### src/rtl/arbitro_pkg.sv
// Purpose: shared defaults and round-robin state type for the routing arbiter.
// Latency: n/a (declarations only).
// Backpressure: n/a.
package arbitro_pkg;

    localparam int LARGURA_PADRAO      = 4;
    localparam int PROFUNDIDADE_PADRAO = 2;

    // PRIO_A: A wins the next tie; PRIO_B: B wins the next tie.
    typedef enum logic {PRIO_A, PRIO_B} prio_t;

endpackage

### src/rtl/fifo_canal.sv
// Purpose: per-channel synchronous FIFO (push/pop/full/empty), head word visible combinationally.
// Latency: a word pushed at edge k is at the head after edge k.
// Backpressure: push ignored while full, pop ignored while empty; cheio/vazio come from registers only.
// Ports: clk, reset (sync, active-high), push/din write side, pop/dout read side, cheio/vazio status.
module fifo_canal #(
    parameter int LARGURA      = 4,
    parameter int PROFUNDIDADE = 2
) (
    input  logic               clk,
    input  logic               reset,
    input  logic               push,
    input  logic [LARGURA-1:0] din,
    input  logic               pop,
    output logic [LARGURA-1:0] dout,
    output logic               cheio,
    output logic               vazio
);

    localparam int PW = $clog2(PROFUNDIDADE);
    localparam int CW = PW + 1;

    logic [LARGURA-1:0] mem [PROFUNDIDADE];
    logic [PW-1:0]      wr_ptr;
    logic [PW-1:0]      rd_ptr;
    logic [CW-1:0]      cont;

    logic push_ok;
    logic pop_ok;

    assign push_ok = push && !cheio;
    assign pop_ok  = pop && !vazio;

    assign cheio = (cont == CW'(PROFUNDIDADE));
    assign vazio = (cont == '0);
    assign dout  = mem[rd_ptr];

    // Storage carries no reset; emptiness is tracked by cont alone.
    always_ff @(posedge clk) begin
        if (!reset && push_ok) begin
            mem[wr_ptr] <= din;
        end
    end

    // Pointers are PW bits wide, so with a power-of-two depth they wrap for free.
    always_ff @(posedge clk) begin
        if (reset) begin
            wr_ptr <= '0;
            rd_ptr <= '0;
            cont   <= '0;
        end else begin
            if (push_ok) begin
                wr_ptr <= wr_ptr + 1'b1;
            end
            if (pop_ok) begin
                rd_ptr <= rd_ptr + 1'b1;
            end
            // Simultaneous push and pop leaves occupancy unchanged.
            if (push_ok && !pop_ok) begin
                cont <= cont + 1'b1;
            end else if (pop_ok && !push_ok) begin
                cont <= cont - 1'b1;
            end
        end
    end

endmodule

### src/rtl/arbitro_roteamento.sv
// Purpose: merges channels A and B into one registered output with round-robin arbitration on ties.
// Latency: word pushed at edge k into an empty block is on saida with saida_valid after edge k+1.
// Backpressure: x_pronto = FIFO not full (registered); saida/sel hold while saida_valid && !saida_pronto.
// Ports: clk, reset (sync, active-high); a_/b_ dado/valid/pronto inputs; saida/saida_valid/saida_pronto, sel.
module arbitro_roteamento
    import arbitro_pkg::*;
#(
    parameter int LARGURA      = LARGURA_PADRAO,
    parameter int PROFUNDIDADE = PROFUNDIDADE_PADRAO
) (
    input  logic               clk,
    input  logic               reset,
    input  logic [LARGURA-1:0] a_dado,
    input  logic               a_valid,
    output logic               a_pronto,
    input  logic [LARGURA-1:0] b_dado,
    input  logic               b_valid,
    output logic               b_pronto,
    output logic               sel,
    output logic [LARGURA-1:0] saida,
    output logic               saida_valid,
    input  logic               saida_pronto
);

    logic               a_cheio, a_vazio, b_cheio, b_vazio;
    logic [LARGURA-1:0] a_cab, b_cab;
    logic               a_push, b_push, a_pop, b_pop;
    logic               carrega;
    logic               concede_b;
    prio_t              prio;

    assign a_pronto = !a_cheio;
    assign b_pronto = !b_cheio;
    assign a_push   = a_valid && a_pronto;
    assign b_push   = b_valid && b_pronto;

    // Register refills when empty or being drained this cycle, and something is waiting.
    assign carrega = (!saida_valid || saida_pronto) && (!a_vazio || !b_vazio);

    // B wins when it is the only one waiting, or on a tie when the pointer says so.
    assign concede_b = !b_vazio && (a_vazio || (prio == PRIO_B));

    assign a_pop = carrega && !concede_b;
    assign b_pop = carrega && concede_b;

    fifo_canal #(
        .LARGURA      (LARGURA),
        .PROFUNDIDADE (PROFUNDIDADE)
    ) u_fifo_a (
        .clk   (clk),
        .reset (reset),
        .push  (a_push),
        .din   (a_dado),
        .pop   (a_pop),
        .dout  (a_cab),
        .cheio (a_cheio),
        .vazio (a_vazio)
    );

    fifo_canal #(
        .LARGURA      (LARGURA),
        .PROFUNDIDADE (PROFUNDIDADE)
    ) u_fifo_b (
        .clk   (clk),
        .reset (reset),
        .push  (b_push),
        .din   (b_dado),
        .pop   (b_pop),
        .dout  (b_cab),
        .cheio (b_cheio),
        .vazio (b_vazio)
    );

    // Output register and round-robin pointer; the pointer only moves on a grant.
    always_ff @(posedge clk) begin
        if (reset) begin
            saida       <= '0;
            saida_valid <= 1'b0;
            sel         <= 1'b0;
            prio        <= PRIO_A;
        end else if (carrega) begin
            saida       <= concede_b ? b_cab : a_cab;
            sel         <= concede_b;
            saida_valid <= 1'b1;
            prio        <= concede_b ? PRIO_A : PRIO_B;
        end else if (saida_pronto) begin
            // Drained with nothing to reload: saida and sel keep their last values.
            saida_valid <= 1'b0;
        end
    end

endmodule
### config.mk
export PLATFORM = sky130hd
export DESIGN_NAME = arbitro_roteamento
export DESIGN_NICKNAME = d
export VERILOG_FILES = /design/src/rtl/arbitro_pkg.sv /design/src/rtl/fifo_canal.sv /design/src/rtl/arbitro_roteamento.sv
export SDC_FILE = /design/constraint.sdc
export NUM_CORES = 1
export LEC_CHECK = 0
export CORE_ASPECT_RATIO = 1.1
export CORE_MARGIN = 2
export CORE_UTILIZATION = 40
export DETAILED_ROUTE_END_ITERATION = 10
export PLACE_DENSITY = 0.73
export SETUP_SLACK_MARGIN = 0.2
export SLEW_MARGIN = 20
export SYNTH_ARGS = -nofsm -noshare
export SYNTH_HDL_FRONTEND = slang
export SYNTH_SLANG_ARGS = --single-unit
### constraint.sdc
create_clock -name clk -period 4.7 [get_ports clk]
set_input_delay 1.175 -clock clk [delete_from_list [all_inputs] [get_ports clk]]
set_output_delay 1.175 -clock clk [all_outputs]
set_load 0.1 [all_outputs]
==> metrics.yaml <==
nets: 154
synth_top_area_share_pct: 35.2
yosysWarnings: 0
cts_tree: "built"
synth-simple-area-share_pct: 13.9
rsz0062_at_grt: "false"
yosysUniqueCellTypes: 26
drive_gt1_share_pct: 5.71
num_rows: 22
outcome: "finished clean"
die_area_sq_um: 3890
synth_area_leaders: "edfxtp_1 (35%), dfxtp_1 (25%), mux2i_1 (5.9%), a21oi_1 (4.0%), o21ai_0 (3.7%)"
register_area_sq_um: 821
fmax_ghz: 0.293
whs_ns: 0.490
final_cell_area_sq_um: 1640
grt_usage_pct: 15.0
setup_viol: 0
num_antenna_cells: 0
coreArea_sq_um: 3300
rr_worst_depth: 5
worst_slack_ns: 1.29
ctsResizeCount: 0
muxShareOfSynthArea_pct: 5.87
dpl_cell_area_sq_um: 1590
synth_xor_area_share_pct: 2.57
die_w_microns: 59.7
grt_pass1_vias: 974
synth_area_sq_um: 1360
finalMaxSlewViolations: 0
worst_slew_pin_slew_ns: 0.971
syn_area_per_cell_sq_um: 11.7
ios: 21
chipHeight_microns: 65.2
place_ws_ns: 1.33
min_path_type: "reg -> reg"
grt-ovfl-total: 0
clkTransAtPathRegs_ns: 0.09
place_hpwl_microns: 1750
endpoint_kind: "primary output"
htree_levels: 2
path_class: "reg -> out"
synth_nets: 132
finalClockSkew_ns: 0.00687
multi_input_area_sq_um: 502
dp.cells: 168
io_buffers: 20
wirelength_microns: 2450
synth-seq-area-share_pct: 60.2
numCtsBuffers: 5
syn2layout_area_growth_pct: 20.2
cap_viol_max_count: 0
grt_max_degree: 24
grt_pass1_wl_microns: 4200
viasPerCell: 5.42
holdBufCountCts: 0
drt_iter0_drc: 12
synthFlopType: "dfxtp_1"
relSlewSlack_pct: 35.1
finalSetupTns_ns: 0
post-route-drc-count: 0
ant_nets: 0
floorplan.initialDensity_pct: 41.3
start_kind: "flop"
synth_cells: 117
period_share_pct: 72.7
antenna_found_initial: 0
synth_edf_count: 16
leakagePower_nw: 0.590
fill_cells: 309
routedWlPerCell_microns: 13.9
num_vias: 954
required_ns: 3.52
hold_violations: 0
clockBufferDepth: 2
cts_num_sinks: 33
powerDensity_nw_per_um2: 631
whs_path_depth: 2
yosys.area.top_type: "edfxtp_1"
synthAdderAreaFrac_pct: 1.83
firstDrtPassIters: 4
irDropWorstVdd_mv: 0.240
final_cells: 176
synth-seq-cells: 33
clk_latency_ns: 0.33
async_flop_share_pct: 0
fin_crit_ns: 3.41
synth_top_family_by_area: "simple AND/OR/NAND/NOR gates"
place_congestion: 0.797
crit_arrival_ns: 2.24
cts_setup_buffers: 0
synth-compound-area-share_pct: 12.7
cts_root_buf: "clkbuf_4"
cp_max_fo: 6
## Yosys cell counts, drive strengths merged (3+ instances only)
cell type / number
nor2b: 6
or3: 7
buf: 3
o221ai: 4
xor2: 4
inv: 6
mux2i: 8
nor2: 4
dfxtp: 17
or4: 4
a21oi: 11
o21ai: 10
edfxtp: 16
## report_power, final
| part | internal [mW] | switching, mW | total [mW] |
|---|---|---|---|
| registers | 0.369 | 0.0582 | 0.428 |
| clock network | 0.0596 | 0.0870 | 0.147 |
| logic | 0.161 | 0.298 | 0.460 |
## layout by cell type, fill, tap and decap left out, types with 2 or more instances in the layout
| master | count |
|---|---|
| mux2i_1 | 8 |
| xor2_1 | 4 |
| dfxtp_1 | 17 |
| nand2_1 | 2 |
| nor2b_1 | 6 |
| clkbuf_4 | 5 |
| nor3b_1 | 2 |
| a21oi_1 | 11 |
| o31ai_1 | 2 |
| nor3_1 | 2 |
| or4_4 | 2 |
| o21ai_0 | 10 |
| nor2_1 | 3 |
| or3_1 | 7 |
| clkbuf_1 | 3 |
| o221ai_1 | 4 |
| edfxtp_1 | 16 |
| clkdlybuf4s50_1 | 20 |
| inv_1 | 6 |
| ha_1 | 2 |
| or4_1 | 2 |
## metal layers
layer  part of all wire [%]  wire length [microns]  vias up  global-route usage, %
li1                       -                      -      476                      -
met1                     41                   1010      452                   15.1
met2                     52                   1260       17                   26.1
met3                    3.4                     83        9                   4.72
met4                    4.0                     98        0                   9.17
met5                      0                      0        -                      0
## sequential cells by signal, indices dropped and copies added (netlist names), 2 cells and up, named ones only
signal,flops
u_fifo_a.mem,8
u_fifo_b.mem,8
saida,4
u_fifo_a.cont,2
u_fifo_b.cont,2
## path summary, 6_finish.rpt
path	start	endpoint	slack, ns
setup / recovery	u_fifo_b.cont[0]	b_pronto	1.29
hold / removal	saida_valid	saida_valid	0.49
setup reg to reg	saida_valid	u_fifo_b.cont[1]	2.52
hold reg to reg	saida_valid	saida_valid	0.49
## kinds of logic after synthesis
kind of cell,Yosys count
flip-flops,33
XOR/XNOR,4
multiplexers,8
AND/OR/NAND/NOR,30
AO/OA/AOI/OAI,29
adder cells (fa/ha/maj),2
buffers and inverters,11
## stage by stage
stage	util, %	total power [mW]
after detailed placement	48.1	0.892
final	49.6	1.03
after global routing	49.6	1.10
after CTS	49.6	1.04
after global placement	48.1	0.876
after floorplan	-	0.790
## critical path: stages, from the launching register on
cell and delay (ns):
dfxtp_1 0.48, and2b_1 0.24, inv_1 0.08, clkdlybuf4s50_1 1.13
## cell type report
cell class | instances | share of cell area, %
Sequential cell | 33 | 50.1
Multi-Input combinational cell | 73 | 30.6
Timing Repair Buffer | 20 | 12.2
Clock buffer | 8 | 2.98
Tap cell | 36 | 2.75
Inverter | 6 | 1.37
Note: power is estimated with default switching activity, not from simulation.
